<file path="config.mk">
export PLATFORM = sky130hd
export DESIGN_NAME = rb_write_initiator_flat
export DESIGN_NICKNAME = d
export VERILOG_FILES = /design/src/rtl/rb_pkg.sv /design/src/rtl/rb_write_initiator_if.sv /design/src/rtl/rb_wq_fifo.sv /design/src/rtl/rb_write_initiator.sv /design/src/flat_wrapper.sv
export SDC_FILE = /design/constraint.sdc
export NUM_CORES = 1
export LEC_CHECK = 0
export CAP_MARGIN = 20
export CORE_MARGIN = 5
export CORE_UTILIZATION = 25
export DETAILED_ROUTE_END_ITERATION = 8
export PLACE_DENSITY = 0.49
export SLEW_MARGIN = 20
export SYNTH_ARGS = -nofsm -noshare
export SYNTH_HDL_FRONTEND = slang
export SYNTH_HIERARCHICAL = 1
export SYNTH_SLANG_ARGS = --single-unit
</file>
<file path="constraint.sdc">
create_clock -name clk -period 4.6 [get_ports clk]
set_input_delay 0.46 -clock clk [delete_from_list [all_inputs] [get_ports clk]]
set_output_delay 0.46 -clock clk [all_outputs]
set_load 0.005 [all_outputs]
</file>
<file path="src/rtl/rb_pkg.sv">
// rtl/rb_pkg.sv - shared constants, write-entry type and FSM states for the register-bank write initiator
package rb_pkg;

  localparam int RB_AW    = 5;
  localparam int RB_DW    = 32;
  localparam int RB_DEPTH = 4;

  typedef struct packed {
    logic [RB_AW-1:0] addr;
    logic [RB_DW-1:0] data;
  } rb_wr_t;

  typedef enum logic [1:0] {
    ST_IDLE  = 2'd0,
    ST_ISSUE = 2'd1,
    ST_PAUSE = 2'd2
  } rb_state_e;

endpackage

</file>
<file path="src/rtl/rb_write_initiator_if.sv">
// rtl/rb_write_initiator_if.sv - writeback request channel (valid/ready, dest, data)
// Signals:
//   in_valid  request valid             (master -> slave)
//   in_ready  slave can accept          (slave -> master)
//   in_wr     destination register      (master -> slave)
//   in_wd     write data                (master -> slave)
interface rb_write_initiator_if #(
  parameter int AW = 5,
  parameter int DW = 32
);
  logic          in_valid;
  logic          in_ready;
  logic [AW-1:0] in_wr;
  logic [DW-1:0] in_wd;

  modport master (output in_valid, output in_wr, output in_wd, input in_ready);
  modport slave  (input in_valid, input in_wr, input in_wd, output in_ready);
endinterface

</file>
<file path="src/rtl/rb_wq_fifo.sv">
// rtl/rb_wq_fifo.sv - DEPTH-entry circular write queue exposing every slot for bypass lookup
// Ports:
//   clk, rst_n             clock, asynchronous active-low reset
//   push/push_addr/data    enqueue one entry (ignored when full and not popping)
//   pop                    dequeue head (ignored when empty)
//   flush                  empty the queue; overrides push and pop
//   head_addr/head_data    oldest entry
//   count                  number of valid entries
//   wr_ptr                 next write slot; walking forward from it visits oldest..youngest
//   ent_valid/addr/data    raw slot contents
module rb_wq_fifo #(
  parameter int DEPTH = 4,
  parameter int AW    = 5,
  parameter int DW    = 32,
  localparam int PW   = $clog2(DEPTH),
  localparam int CW   = PW + 1
) (
  input  logic                     clk,
  input  logic                     rst_n,
  input  logic                     push,
  input  logic [AW-1:0]            push_addr,
  input  logic [DW-1:0]            push_data,
  input  logic                     pop,
  input  logic                     flush,
  output logic [AW-1:0]            head_addr,
  output logic [DW-1:0]            head_data,
  output logic [CW-1:0]            count,
  output logic [PW-1:0]            wr_ptr,
  output logic [DEPTH-1:0]         ent_valid,
  output logic [DEPTH-1:0][AW-1:0] ent_addr,
  output logic [DEPTH-1:0][DW-1:0] ent_data
);

  logic [PW-1:0] rd_ptr;
  logic          full;
  logic          do_push;
  logic          do_pop;

  assign full    = (count == CW'(DEPTH));
  assign do_pop  = pop && !flush && (count != '0);
  // A push into a full queue is only legal when the head leaves on the same edge.
  assign do_push = push && !flush && (!full || do_pop);

  assign head_addr = ent_addr[rd_ptr];
  assign head_data = ent_data[rd_ptr];

  always_ff @(posedge clk or negedge rst_n) begin
    if (!rst_n) begin
      rd_ptr    <= '0;
      wr_ptr    <= '0;
      count     <= '0;
      ent_valid <= '0;
      ent_addr  <= '0;
      ent_data  <= '0;
    end else if (flush) begin
      rd_ptr    <= '0;
      wr_ptr    <= '0;
      count     <= '0;
      ent_valid <= '0;
    end else begin
      if (do_pop) begin
        ent_valid[rd_ptr] <= 1'b0;
        rd_ptr            <= rd_ptr + 1'b1;
      end
      // Placed after the pop so a full push+pop into the same slot leaves it valid.
      if (do_push) begin
        ent_valid[wr_ptr] <= 1'b1;
        ent_addr[wr_ptr]  <= push_addr;
        ent_data[wr_ptr]  <= push_data;
        wr_ptr            <= wr_ptr + 1'b1;
      end
      case ({do_push, do_pop})
        2'b10:   count <= count + CW'(1);
        2'b01:   count <= count - CW'(1);
        default: count <= count;
      endcase
    end
  end

endmodule

</file>
<file path="src/rtl/rb_write_initiator.sv">
// rtl/rb_write_initiator.sv - register-bank write initiator: request queue, one write per cycle, read bypass
// Optional feature macro: RB_ZERO_DROP_EN (writes to register 0 are accepted but discarded).
// Ports:
//   clk, rst_n            clock, asynchronous active-low reset
//   req (slave)           writeback requests in_valid/in_ready/in_wr/in_wd
//   drain_en              permit issuing to the bank this cycle
//   flush                 discard all queued, not yet issued entries
//   RW/wR/wD              registered bank write port, RW pulses once per write
//   q1_addr/hit/data      bypass lookup 1, youngest pending queued write wins
//   q2_addr/hit/data      bypass lookup 2
//   count                 queued entries
module rb_write_initiator
  import rb_pkg::*;
#(
  parameter int DEPTH = RB_DEPTH,
  parameter int AW    = RB_AW,
  parameter int DW    = RB_DW,
  localparam int PW   = $clog2(DEPTH),
  localparam int CW   = PW + 1
) (
  input  logic                 clk,
  input  logic                 rst_n,
  rb_write_initiator_if.slave  req,
  input  logic                 drain_en,
  input  logic                 flush,
  output logic                 RW,
  output logic [AW-1:0]        wR,
  output logic [DW-1:0]        wD,
  input  logic [AW-1:0]        q1_addr,
  output logic                 q1_hit,
  output logic [DW-1:0]        q1_data,
  input  logic [AW-1:0]        q2_addr,
  output logic                 q2_hit,
  output logic [DW-1:0]        q2_data,
  output logic [CW-1:0]        count
);

  rb_state_e                state_q;
  rb_state_e                state_d;
  logic                     keep;
  logic                     push;
  logic                     issue;
  logic [CW-1:0]            count_nxt;
  logic [AW-1:0]            head_addr;
  logic [DW-1:0]            head_data;
  logic [PW-1:0]            wr_ptr;
  logic [PW-1:0]            idx;
  logic [DEPTH-1:0]         ent_valid;
  logic [DEPTH-1:0][AW-1:0] ent_addr;
  logic [DEPTH-1:0][DW-1:0] ent_data;

  // Not pop-aware: a full queue refuses even if it is draining this cycle.
  assign req.in_ready = (count < CW'(DEPTH));

`ifdef RB_ZERO_DROP_EN
  // Register 0 is hard-wired; the handshake completes but nothing is queued.
  assign keep = (req.in_wr != '0);
`else
  assign keep = 1'b1;
`endif

  // flush wins over a same-cycle push.
  assign push = req.in_valid && req.in_ready && keep && !flush;

  rb_wq_fifo #(
    .DEPTH (DEPTH),
    .AW    (AW),
    .DW    (DW)
  ) u_fifo (
    .clk       (clk),
    .rst_n     (rst_n),
    .push      (push),
    .push_addr (req.in_wr),
    .push_data (req.in_wd),
    .pop       (issue),
    .flush     (flush),
    .head_addr (head_addr),
    .head_data (head_data),
    .count     (count),
    .wr_ptr    (wr_ptr),
    .ent_valid (ent_valid),
    .ent_addr  (ent_addr),
    .ent_data  (ent_data)
  );

  always_ff @(posedge clk or negedge rst_n) begin
    if (!rst_n) begin
      state_q <= ST_IDLE;
    end else begin
      state_q <= state_d;
    end
  end

  // The pop is decided from the current count so a push at edge N can issue at edge N+1
  // even while the state register still reads IDLE.
  always_comb begin
    state_d   = state_q;
    issue     = 1'b0;
    count_nxt = count;
    case (state_q)
      ST_IDLE:  issue = drain_en && (count != '0);
      ST_ISSUE: issue = drain_en && (count != '0);
      ST_PAUSE: issue = drain_en && (count != '0);
      default:  issue = 1'b0;
    endcase
    if (flush) begin
      issue = 1'b0;
    end
    count_nxt = count + CW'(push) - CW'(issue);
    if (flush || (count_nxt == '0)) begin
      state_d = ST_IDLE;
    end else if (drain_en) begin
      state_d = ST_ISSUE;
    end else begin
      state_d = ST_PAUSE;
    end
  end

  // The popped entry leaves the queue on the same edge it lands here, so bypass never
  // reports it; readers get it from the bank instead.
  always_ff @(posedge clk or negedge rst_n) begin
    if (!rst_n) begin
      RW <= 1'b0;
      wR <= '0;
      wD <= '0;
    end else begin
      RW <= issue;
      if (issue) begin
        wR <= head_addr;
        wD <= head_data;
      end
    end
  end

  // Walk from wr_ptr forward: empty slots first, then oldest..youngest, so the last
  // matching slot visited is the youngest pending write.
  always_comb begin
    q1_hit  = 1'b0;
    q1_data = '0;
    q2_hit  = 1'b0;
    q2_data = '0;
    idx     = '0;
    for (int k = 0; k < DEPTH; k++) begin
      idx = wr_ptr + PW'(k);
      if (ent_valid[idx] && (ent_addr[idx] == q1_addr)) begin
        q1_hit  = 1'b1;
        q1_data = ent_data[idx];
      end
      if (ent_valid[idx] && (ent_addr[idx] == q2_addr)) begin
        q2_hit  = 1'b1;
        q2_data = ent_data[idx];
      end
    end
`ifdef RB_ZERO_DROP_EN
    if (q1_addr == '0) begin
      q1_hit  = 1'b0;
      q1_data = '0;
    end
    if (q2_addr == '0) begin
      q2_hit  = 1'b0;
      q2_data = '0;
    end
`endif
  end

endmodule

</file>
<file path="src/flat_wrapper.sv">
// flat-port wrapper written by rule: the top's interface ports become plain ports
module rb_write_initiator_flat import rb_pkg::*;
#(
  parameter int DEPTH = RB_DEPTH,
  parameter int AW    = RB_AW,
  parameter int DW    = RB_DW,
  localparam int PW   = $clog2(DEPTH),
  localparam int CW   = PW + 1
)
  (clk, rst_n, drain_en, flush, RW, wR, wD, q1_addr, q1_hit, q1_data, q2_addr, q2_hit, q2_data, count, req_in_valid, req_in_wr, req_in_wd, req_in_ready);
  rb_write_initiator_if #(.AW(AW), .DW(DW)) req_i ();
  input  logic clk;
  input  logic rst_n;
  input  logic drain_en;
  input  logic flush;
  output logic RW;
  output logic [AW-1:0] wR;
  output logic [DW-1:0] wD;
  input  logic [AW-1:0] q1_addr;
  output logic q1_hit;
  output logic [DW-1:0] q1_data;
  input  logic [AW-1:0] q2_addr;
  output logic q2_hit;
  output logic [DW-1:0] q2_data;
  output logic [CW-1:0] count;
  input wire logic [$bits(req_i.in_valid)-1:0] req_in_valid;
  input wire logic [$bits(req_i.in_wr)-1:0] req_in_wr;
  input wire logic [$bits(req_i.in_wd)-1:0] req_in_wd;
  output wire logic [$bits(req_i.in_ready)-1:0] req_in_ready;
  assign req_i.in_valid = req_in_valid;
  assign req_i.in_wr = req_in_wr;
  assign req_i.in_wd = req_in_wd;
  assign req_in_ready = req_i.in_ready;
  rb_write_initiator #(.DEPTH(DEPTH), .AW(AW), .DW(DW)) u_core (.clk(clk), .rst_n(rst_n), .req(req_i), .drain_en(drain_en), .flush(flush), .RW(RW), .wR(wR), .wD(wD), .q1_addr(q1_addr), .q1_hit(q1_hit), .q1_data(q1_data), .q2_addr(q2_addr), .q2_hit(q2_hit), .q2_data(q2_data), .count(count));
endmodule
</file>
==> reports/metrics.csv, run 1 <==
stage;metric;value;unit
clock_network;Clock Latency Late Sink;0.50;ns
power_and_ir_drop;Peak supply drop;295;uV
cells_and_area;layout cell share with drive strength beyond 1;26.2;%
timing;fin crit period;4.51;ns
critical_path;Crit. End Element;output port;
critical_path;Worst path depth;7;
timing;Slew @ Worst Pin;0.868;ns
synthesis;Gate Count Post-Synth;1449;
cells_and_area;most frequent cells in the layout;nand2_1, mux2_2, dfrtp_1, clkdlybuf4s50_1, mux2i_1;
timing;Setup WS post-layout;0.0928;ns
route;wl on met1;23400;microns
cells_and_area;n_diodes;0;
placement;gp weighted congestion;0.797;
die;core footprint;0.0591;sq mm
synthesis;Syn Std Cell Area;0.0149;sq mm
placement;number of buffers added on ports;159;
route;DRC Markers;0;
synthesis;Seq/Total Area, Yosys;33.3;%
synthesis;Yosys cell types;62;
critical_path;Worst Setup EP;q2_data[20];
placement;Place WS;0.372;ns
die;Die ar.;0.0647;sq mm
synthesis;Main synth FF type;dfrtp_1;
timing;Worst Hold Slack;0.476;ns
die;io pins;160;
timing;Hold Vio Cnt, Final;0;
outcome;status;completed;
clock_network;Root Buffer;clkbuf_16;
route;Routed met3 length;3530;microns
clock_network;CTS clock-pin slew for the worst setup and hold paths;0.08;ns
timing;Setup Viol. Count Final;0;
cells_and_area;commonest non-fill, non-tap cell in the layout;nand2_1;
route;WL/cell;22.2;microns
route;metal2 WL;24400;microns
cells_and_area;final core occ;30.6;%
route;Top Layer Used;met5;
power_and_ir_drop;Power, Total;6.36;mW
synthesis;syn_area_per_cell;10.3;sq um
global_routing;GRT overflow;0;
timing;max frequency;222;MHz
critical_path;slowest stage delay, CP;0.65;ns
timing;fin. max-slew vios;0;
critical_path;CP cell instances;mux4_1 > xor2_1 > nor4_2 > nand3_4 > and3_1 > a211oi_1 > clkdlybuf4s50_1;
critical_path;crit start category;register;
global_routing;Total Routing Usage GR;16.0;%
critical_path;CP arrival;4.05;ns
global_routing;initial antenna violation count;3;
die;row cnt;89;
clock_network;CTS Sinks;199;
die;die width;254;microns
critical_path;reg2reg start;u_core/state_q[0];
job;max-cap violation count;0;
power_and_ir_drop;cell leakage power;7.44;nW
clock_network;Max H-tree Level;4;
synthesis;synth warn;6;
timing;clk_skew;0.0112;ns
synthesis;FFs w/ async S/R, synth;100;%
die;Die Y;254;microns
critical_path;crit path launch;u_core/u_fifo/wr_ptr[1];
timing;Slew HR;42.1;%
critical_path;CP required;4.14;ns
critical_path;Crit Path Class;register to output port;
cells_and_area;Area growth syn-to-layout;21.3;%
timing;Final TNS setup;0;ns
critical_path;CP bufs+invs;1;
placement;DP Wirelength;34800;microns
synthesis;synthesis-stage register bit count;199;
critical_path;R2R Path End;u_core/u_fifo/count[1];
route;initial drt markers;773;
route;drt pass-1 iters;4;
synthesis;synth top area cells;dfrtp_1, mux2_2, mux2i_1, mux4_2, nand2_1;
critical_path;cell family with most CP delay;simple AND/OR/NAND/NOR gates;
placement;dpl cells;2304;
cells_and_area;Post-Layout Cell Count;2346;
hold_path;Hold/Removal Path Class;register to register;
route;WL final;52100;microns
cells_and_area;fin area;0.0181;sq mm
critical_path;worst reg2reg setup slack;1.86;ns
power_and_ir_drop;pwr dens;351;mW/mm^2
clock_network;CTS Buffer Depth;2;
route;vias per inst;5.23;
critical_path;Worst R2R Path Depth;8;
clock_network;CTS tree;yes;
global_routing;first-pass GRT wire length;78400;microns
global_routing;vias in the first global route;12400;
synthesis;number of synthesized flops with an enable pin;0;
synthesis;top cell type's share of synthesized area;33.3;%
placement;Placed Area;0.0173;sq mm
global_routing;largest net degree at the start of global routing;127;
route;post-route ant nets;0;
route;via count;12300;
timing;RSZ-0062 raised after global routing;true;
die;Initial Util;25.3;%
critical_path;Crit Path Max Fanout;23;
critical_path;slowest CP cell;mux4_1;
timing;period utilization;98.0;%
cells_and_area;# nets final;1625;
synthesis;area leader, netlist;dfrtp_1;
synthesis;Synth Net Count;1513;
clock_network;Num CTS Buffers;17;
-- cell families (layout without fill, tap and decap cells) --
group           count (synthesis)  count (layout)  synth area share [%]
flops                         199             199                  33.3
fa+ha+maj                      12              12                  1.11
xor+xnor                       42              42                  2.46
compound gates                201             201                  10.7
buf+inv                       140             264                  5.13
simple gates                  463             463                  14.3
mux                           392             392                  33.0
-- per-layer routing --
| layer | up-vias | global-route usage [%] |
|---|---|---|
| met3 | 58 | 4.43 |
| met4 | 6 | 4.22 |
| met5 | - | 0 |
| met2 | 405 | 25.5 |
| met1 | 6228 | 21.5 |
| li1 | 5571 | - |
-- state kept, by name (all words and copies together) (netlist names) --
name                     cells
u_core/u_fifo/ent_data     128
u_core/wD                   32
u_core/u_fifo/ent_addr      20
u_core/wR                    5
u_core/u_fifo/ent_valid      4
u_core/u_fifo/count          3
u_core/state_q               2
u_core/u_fifo/rd_ptr         2
u_core/u_fifo/wr_ptr         2
u_core/RW                    1
-- worst min-delay path by stage --
stage | from | to | slack (ns) | depth (start not counted)
6_report | u_core/wD[1] | u_core/wD[1] | 0.48 | 2
5_1_grt | u_core/wD[19] | u_core/wD[19] | 0.50 | 2
4_1_cts | u_core/wD[19] | u_core/wD[19] | 0.48 | 2
3_5_place_dp | u_core/wR[0] | u_core/wR[0] | 0.46 | 2
3_3_place_gp | u_core/wD[11] | u_core/wD[11] | 0.46 | 2
2_1_floorplan | rst_n | u_core/RW | 0.16 | 0
-- cell usage after synthesis, drive strengths merged, types with 20 or more instances --
cell and count:
mux4 57, a31oi 20, nor2 92, mux2 212, clkbuf 51, nor3 87
dfrtp 199, xnor2 24, o21ai 43, nand3 21, buf 73, nand2 212
and3 22, a21oi 36, mux2i 123, a221oi 27, a211oi 27
-- repair_timing --
item / CTS / global route
hold endpoints to repair: 55 / 0
setup endpoints to repair: 41 / 31
pin swaps: 4 / 2
cloned: 0 / 0
hold buffers: 1 / 0
setup buffers: 6 / 4
resized for setup: 15 / 11
-- worst register-to-register path, delay by kind of cell, from the launching register on --
kind	cells	cell delay, ns
adders and majority gates	1	0.43
buffers and inverters	2	0.71
AOI/OAI and AO/OA	4	0.67
DFF	1	0.37
and+or+nand+nor	1	0.43
-- power breakdown --
group | switching [mW] | internal, mW | total (mW)
logic | 1.03 | 1.16 | 2.19
registers | 0.372 | 2.17 | 2.54
clock network | 0.747 | 0.882 | 1.63
total | 2.15 | 4.21 | 6.36
-- layout make-up --
| class | count | area, sq um |
|---|---|---|
| Clock buffer | 21 | 460 |
| Clock inverter | 10 | 145 |
| Fill cell | 6015 | 41000 |
| Inverter | 15 | 58.8 |
| Multi-Input combinational cell | 1110 | 9310 |
| Sequential cell | 199 | 4990 |
| Tap cell | 773 | 967 |
| Timing Repair Buffer | 218 | 2180 |
No activity file was read; power rests on OpenSTA's default activity.
==> run 2, diff against run 1 <==
Settings changed: DONT_BUFFER_PORTS from default to 1, PLACE_DENSITY 0.49 to 0.45.
==> run 2 against run 1 <==
- the run now ends with hold timing left
- largest cell class unchanged
- hold slack lost 0.79 ns
- cell count shrank 6.1%
- via count down 6.3%
- first-iteration DRC count grew 7.1%
- routed wire length is 2.1% lower
- maximum frequency rose by 3.0%
- non-clock buffer count fell by 145
- flip-flop and latch count is the same
- sequential power is 3% higher
- clock-buffer cell count shrank 3
- clock skew is 0.0068 ns higher
==> reports/metrics.csv, run 2 (synthesis gave the netlist of run 1 again) <==
stage;metric;value;unit
die;Die ar.;0.0647;sq mm
route;vias per inst;5.22;
clock_network;CTS Buffer Depth;2;
clock_network;Max H-tree Level;4;
clock_network;hold-fix buffer count after cts;3;
placement;number of buffers added on ports;0;
timing;max frequency;229;MHz
critical_path;CP required;4.14;ns
timing;Hold Vio Cnt, Final;199;
job;max-cap violation count;0;
cells_and_area;Top Registers;u_core/u_fifo/ent_data x128, u_core/wD x32, u_core/u_fifo/ent_addr x20;
clock_network;CTS clock-pin slew for the worst setup and hold paths;0.08;ns
critical_path;Crit Path Max Fanout;43;
timing;fin. max-slew vios;0;
route;via count;11500;
timing;clk_skew;0.0181;ns
placement;DP Wirelength;34000;microns
route;post-route ant nets;0;
critical_path;Crit. End Element;output port;
cells_and_area;Biggest register;u_core/u_fifo/ent_data;
cells_and_area;most frequent cells in the layout;nand2_1, mux2_2, dfrtp_1, mux2i_1, nor2_1;
route;DRC Markers;0;
outcome;status;complete, but fails checks;
die;row cnt;89;
critical_path;crit start category;register;
route;Top Layer Used;met4;
timing;fin crit period;4.37;ns
route;Routed met3 length;3280;microns
global_routing;vias in the first global route;11800;
clock_network;Root Buffer;clkbuf_16;
critical_path;Crit Path Class;register to output port;
timing;Slew HR;29.0;%
critical_path;CP arrival;3.91;ns
timing;Final TNS setup;0;ns
route;WL final;51000;microns
global_routing;first-pass GRT wire length;76900;microns
power_and_ir_drop;pwr dens;363;mW/mm^2
power_and_ir_drop;cell leakage power;6.90;nW
hold_path;Hold/Removal Path Class;input pin to async pin;
timing;Setup Viol. Count Final;0;
cells_and_area;commonest non-fill, non-tap cell in the layout;nand2_1;
clock_network;CTS Sinks;199;
global_routing;GRT overflow;0;
clock_network;Clock Latency Late Sink;0.49;ns
route;WL/cell;23.2;microns
outcome;failing checks;hold timing;
cells_and_area;Area growth syn-to-layout;10.1;%
power_and_ir_drop;Peak supply drop;165;uV
die;io pins;160;
die;Die Y;254;microns
die;die width;254;microns
route;metal2 WL;24600;microns
cells_and_area;n_diodes;0;
clock_network;Num CTS Buffers;17;
cells_and_area;# nets final;1480;
placement;gp weighted congestion;0.818;
die;core footprint;0.0591;sq mm
global_routing;largest net degree at the start of global routing;200;
cells_and_area;layout cell share with drive strength beyond 1;28.9;%
global_routing;Total Routing Usage GR;15.7;%
global_routing;initial antenna violation count;0;
route;initial drt markers;828;
die;Initial Util;25.3;%
timing;Worst Hold Slack;-0.318;ns
clock_network;CTS tree;yes;
cells_and_area;max reg flops;128;
route;wl on met1;22000;microns
clock_network;total setup buffers inserted after CTS;0;
timing;RSZ-0062 raised after global routing;false;
timing;Slew @ Worst Pin;1.06;ns
route;drt pass-1 iters;5;
timing;period utilization;95.1;%
==> run 2: routing by layer <==
metal / track usage (%) / up-vias
met3: 4.14 / 61
li1: - / 5283
met4: 5.23 / 0
met2: 26.1 / 333
met1: 20.0 / 5812
met5: 0 / -
==> run 2: worst paths after layout <==
check / startpoint / end / slack, ns / depth (start not counted)
max: u_core/u_fifo/wr_ptr[0] / q1_data[31] / 0.23 / 9
min: rst_n / u_core/u_fifo/ent_data[41] / -0.32 / 0
max reg2reg: u_core/state_q[0] / u_core/state_q[1] / 1.02 / 11
min reg2reg: u_core/wD[14] / u_core/wD[14] / 0.50 / 2
max in group asynchronous: rst_n / u_core/wD[20] / 4.50 / 0
min in group clk: flush / u_core/u_fifo/rd_ptr[1] / 0.08 / 1
==> run 2: through the flow <==
step	worst slack, ns	power (mW)	std cells	cell area (sq um)	util (%)
final	0.226	5.97	2202	16400	27.8
after global routing	0.0476	6.37	2202	16400	27.8
after CTS	0.108	6.08	2202	16400	27.8
after detailed placement	0.657	4.36	2167	15800	26.7
after global placement	0.735	4.32	2167	15800	26.7
after floorplan	1.64	3.89	1449	14900	-
==> run 2: worst max-delay path, cell delays in order (launching register included) <==
cell      delay, ns
dfrtp_4        0.66
buf_4          0.44
mux4_1         0.42
xor2_1         0.18
nor4_2         0.30
and2_2         0.25
buf_4          0.34
nor3_1         0.11
a221oi_1       0.50
buf_4          0.22
==> run 2: cell type report <==
| cell class | count | area (sq um) |
|---|---|---|
| inverters | 15 | 58.8 |
| repair buffers | 73 | 572 |
| well taps | 773 | 967 |
| multi-input cells | 1110 | 9240 |
| clock inverters | 14 | 190 |
| flip-flops and latches | 199 | 4990 |
| clock buffers | 18 | 429 |
| fillers | 6151 | 42700 |
==> run 2: report_power, final <==
group | switching, mW | total, mW | internal, mW
clock | 0.784 | 1.66 | 0.873
combinational | 0.855 | 1.70 | 0.850
sequential | 0.435 | 2.61 | 2.17
total | 2.07 | 5.97 | 3.90
==> run 2: repair_timing <==
item	CTS	global route
setup endpoints to repair	0	6
hold endpoints to repair	202	199
gates resized for setup	0	3
==> variant 1 (config.mk and constraints of run 2) <==
Put a register stage on the output `count`, cleared by the reset. The value now appears one clock later. The other outputs are not delayed to match.
--- a/src/rtl/rb_write_initiator.sv
+++ b/src/rtl/rb_write_initiator.sv
@@ -37,2 +37,4 @@
 
+  logic [CW-1:0] count_d;
+
   rb_state_e                state_q;
@@ -52,3 +54,3 @@
   // Not pop-aware: a full queue refuses even if it is draining this cycle.
-  assign req.in_ready = (count < CW'(DEPTH));
+  assign req.in_ready = (count_d < CW'(DEPTH));
 
@@ -78,3 +80,3 @@
     .head_data (head_data),
-    .count     (count),
+    .count     (count_d),
     .wr_ptr    (wr_ptr),
@@ -98,7 +100,7 @@
     issue     = 1'b0;
-    count_nxt = count;
+    count_nxt = count_d;
     case (state_q)
-      ST_IDLE:  issue = drain_en && (count != '0);
-      ST_ISSUE: issue = drain_en && (count != '0);
-      ST_PAUSE: issue = drain_en && (count != '0);
+      ST_IDLE:  issue = drain_en && (count_d != '0);
+      ST_ISSUE: issue = drain_en && (count_d != '0);
+      ST_PAUSE: issue = drain_en && (count_d != '0);
       default:  issue = 1'b0;
@@ -108,3 +110,3 @@
     end
-    count_nxt = count + CW'(push) - CW'(issue);
+    count_nxt = count_d + CW'(push) - CW'(issue);
     if (flush || (count_nxt == '0)) begin
@@ -165,2 +167,10 @@
 
+  always_ff @(posedge clk or negedge rst_n) begin
+    if (!rst_n) begin
+      count <= '0;
+    end else begin
+      count <= count_d;
+    end
+  end
+
 endmodule
Behaviour: not the same (Yosys sat finds a counterexample within 4 cycles, from zero or initial values and one cycle with rst_n low).
==> variant 1 against run 2 <==
The run still ends with negative hold slack left. Design area decreased by 0.65%. Critical path type unchanged. Power increased by 11%. Sequential share of layout area increased by 0.67 points. Synthesized area decreased by 2.4%. Via count decreased by 2.1%. Wire length decreased by 3.4%. Critical endpoint is now q1_data[19]. Setup slack improved by 0.059 ns. Sequential cell count increased by 3. Hold slack got worse by 0.079 ns.
==> variant 1: results <==
[routing]
drt-wirelength-per-cell_um = 23.4
dr.pass1.iters = 5
dr.first_iter.drc_count = 734
via_per_inst = 5.34
vias = 11200

[yosys]
synth_nets = 1423
synth_flop_cell = dfrtp_1
postSynthAreaPerCell_um2 = 10.7
synth_xor_area_frac = 0.0240
synthMuxAreaShare = 0.320
synth_seq_area_share = 0.347
synth_fa_ha_area_frac = 0.0113
synth_common_cells = 202 x dfrtp_1, 192 x nand2_1, 166 x mux2_2
synth_compound_area_frac = 0.150
async_flop_share = 1.00
netlist_top_cells_area = dfrtp_1 35%, mux2_2 13%, mux4_2 11%
synth_seq_cells = 202
synth.distinct_cells = 56
synth_warnings = 6

[timing]
hold-worst-slack_ns = -0.397
finalHoldViolCount = 202
max_slew_margin = 0.319
fin_skew_ns = 0.00900

[clock_network]
root_buffer = clkbuf_16
clk_pin_slew_ns = 0.06
htree_levels = 1
clockBufferDepth = 3
numCtsBuffers = 27
postCtsHoldBufs = 8
clock_latency_ns = 0.56

[placement]
io_buffer_count = 0
placed_area_um2 = 15300
dp_cells = 2044
gp_congestion = 0.839
dpl.hpwl_um = 31400

[finish]
fillCellCount = 6031
top_regs = u_core/u_fifo/ent_data: 128 flops, u_core/wD: 32 flops, u_core/u_fifo/ent_addr: 20 flops
fin_area_um2 = 16300
layout-drive-gt1-share = 0.269

[setup_path]
r2r-start = u_core/u_fifo/wr_ptr[1]$_DFFE_PN0P_
arrival_ns = 3.85
r2r-end = u_core/u_fifo/ent_data[14]$_DFFE_PN0P_
r2r_cells = 6
crit_fanout = 24
r2r_slack_ns = 1.17

[status]
status = finished, violations left
violations = negative hold slack

[power_and_ir_drop]
p_leak_nw = 6.32
ir_worst_vdd_mv = 0.244

[grt]
grt_max_degree = 203
grt_pass1_wl_um = 74000
antenna_found_initial = 0
grt_usage = 0.150

[min_path]
hp-class = in -> async
variant 1: metrics by stage:
step / setup WS [ns] / total power [W]
2_1_floorplan: 1.55 / 0.00396
3_3_place_gp: 0.671 / 0.00437
3_5_place_dp: 0.636 / 0.00441
4_1_cts: 0.00149 / 0.00674
5_1_grt: 0.00951 / 0.00705
6_report: 0.285 / 0.00665
variant 1: layout make-up:
cell class | instances | area share
Multi-Input combinational cell | 1019 | 0.542
Sequential cell | 202 | 0.310
Tap cell | 765 | 0.0586
Clock buffer | 34 | 0.0454
Timing Repair Buffer | 53 | 0.0286
Clock inverter | 15 | 0.0117
Inverter | 16 | 0.00383
Antenna cell | 1 | 0.000153
variant 1: kinds of logic after synthesis:
family,Yosys count
AO/OA/AOI/OAI,311
multiplexers,352
flip-flops,202
XOR/XNOR,40
AND/OR/NAND/NOR,304
adder cells (fa/ha/maj),12
buffers and inverters,138
variant 1: repair_timing:
action	4_1_cts	5_1_grt
setup buffers	0	3
hold endpoints to repair	213	202
resized for setup	0	1
endpoints found under the setup margin	0	4
variant 1: where the power goes:
group          switching (W)  internal [W]
Combinational       0.000815      0.000877
Clock               0.000898       0.00136
Sequential          0.000490       0.00220
Total                0.00220       0.00445
variant 1: metal layers:
metal / part of all wire / track usage / vias up
li1: - / - / 5059
met1: 0.45 / 0.206 / 5771
met2: 0.47 / 0.244 / 356
met3: 0.068 / 0.0365 / 58
met4: 0.019 / 0.0279 / 0
met5: 0 / 0 / -
variant 1: how the worst max path moves through the flow:
stage	from	endpoint	cells after the start
after global placement	u_core/u_fifo/wr_ptr[0]$_DFFE_PN0P_	q2_data[17]	7
after floorplan	u_core/u_fifo/wr_ptr[0]$_DFFE_PN0P_	q1_data[21]	11
after global routing	u_core/u_fifo/wr_ptr[1]$_DFFE_PN0P_	q1_data[18]	9
final	u_core/u_fifo/wr_ptr[1]$_DFFE_PN0P_	q1_data[19]	8
after detailed placement	u_core/u_fifo/wr_ptr[0]$_DFFE_PN0P_	q2_data[17]	7
after CTS	u_core/u_fifo/wr_ptr[0]$_DFFE_PN0P_	q2_data[17]	7
variant 1: worst max-delay path, stage by stage, from the launching register on:
cell and delay (ns):
dfrtp_4 0.64, mux4_2 0.60, xnor2_1 0.18, nand4_1 0.23
or3b_1 0.59, nand2_2 0.27, buf_4 0.36, o221ai_1 0.20
buf_4 0.18
==> variant 2 (settings of run 2) <==
Without the edit above. Build with the macro `RB_ZERO_DROP_EN` defined.
--- a/src/rtl/rb_write_initiator.sv
+++ b/src/rtl/rb_write_initiator.sv
@@ -11,2 +11,4 @@
 //   count                 queued entries
+`define RB_ZERO_DROP_EN
+
 module rb_write_initiator
Formal check against the unedited RTL: not equivalent (a bounded check fails within 4 cycles, from zero or initial values and one cycle with rst_n low).
==> variant 2 against run 2 <==
The run still ends with negative hold slack left. Sequential cell count did not move. Hold slack improved by 0.0016 ns. Synthesized area rose by 1.9%. First-iteration DRC count rose by 27%. Power rose by 1.8%. Via count rose by 8.9%. Combinational power rose by 5%. Design area rose by 3.1%. Setup slack got worse by 0.18 ns. Core utilization rose by 0.29 points. Synthesized cell count rose by 7.0%. Wire length rose by 4.2%. Highest routed layer unchanged.
==> variant 2: results <==
[power_and_ir_drop]
p_leak_nw = 6.85
ir_worst_vdd_mv = 0.254
pg_comb_w = 0.00178
p_clk_frac = 0.275
power_frac_comb = 0.292
power_switching_w = 0.00211

[finish]
nNetsFinal = 1589
multi_input_gates = 1185
seq_share = 0.294
layout-drive-gt1-share = 0.263
multi_input_area_share = 0.558
clk_share = 0.0367
nonClkBufAreaFrac = 0.0504
num-clock-buffers = 20
nNonClkBuffers = 107
fillCellCount = 6309

[timing]
tightestPinTransition_ns = 1.13
finalHoldViolCount = 199
fin_skew_ns = 0.0178
hold-worst-slack_ns = -0.316

[clock_network]
clock_latency_ns = 0.50
clk_pin_slew_ns = 0.08

[yosys]
netlist_top_cells_area = dfrtp_1 33%, mux2_2 12%, mux4_2 9.0%
synth.distinct_cells = 64
synth_seq_area_share = 0.327
postSynthAreaPerCell_um2 = 9.82
synth_fa_ha_area_frac = 0.0108
synth_compound_area_frac = 0.127
synth_xor_area_frac = 0.0242
synthMuxAreaShare = 0.307
synth_common_cells = 203 x nand2_1, 199 x dfrtp_1, 162 x mux2_2

[placement]
dpl.hpwl_um = 35700
placed_area_um2 = 16300
dp_cells = 2285
gp_congestion = 0.834

[routing]
vias = 12500
dr.first_iter.drc_count = 1051
totalWireLength_um = 53200
met3WireLength_um = 4480
wl_met1_um = 22400
route.met2.wl_um = 24900
via_per_inst = 5.39

[floorplan]
row_count = 90

[setup_path]
arrival_ns = 4.09
critPathTopFamily = simple AND/OR/NAND/NOR gates
slowest_stage = nor2_2
crit_fanout = 23
slowest_delay_ns = 0.84

[grt]
met1_usage = 0.199
grt_pass1_wl_um = 81000
grt_usage = 0.159
grtUsageMet3 = 0.0576
antenna_found_initial = 0
grt_use_met2 = 0.256

[status]
status = finished, violations left
violations = negative hold slack
[variant 2: changes by cell type after synthesis, sizes merged, moves of 22 or more]
cell	before	now
nor3	87	149
a2111oi	11	46
a211oi	27	4
o21ai	43	93
a221oi	27	0
o211ai	2	31
nor2	92	40
mux2i	123	101
a21oi	36	78
clkbuf	51	79
[variant 2: repair_timing]
item,4_1_cts,5_1_grt
hold endpoints to repair,202,199
gates resized for setup,2,6
setup endpoints to repair,2,13
[variant 2: per-stage QoR]
| step | setup WS [ns] | util | TNS [ns] | hold slack [ns] |
|---|---|---|---|---|
| floorplan | 1.51 | - | 0 | 0.164 |
| global placement | 0.647 | 0.270 | 0 | 0.182 |
| detailed placement | 0.554 | 0.270 | 0 | 0.183 |
| CTS | 0.0805 | 0.281 | 0 | -0.378 |
| global route | -0.0425 | 0.281 | -0.0929 | -0.366 |
| finish | 0.0479 | 0.281 | 0 | -0.316 |
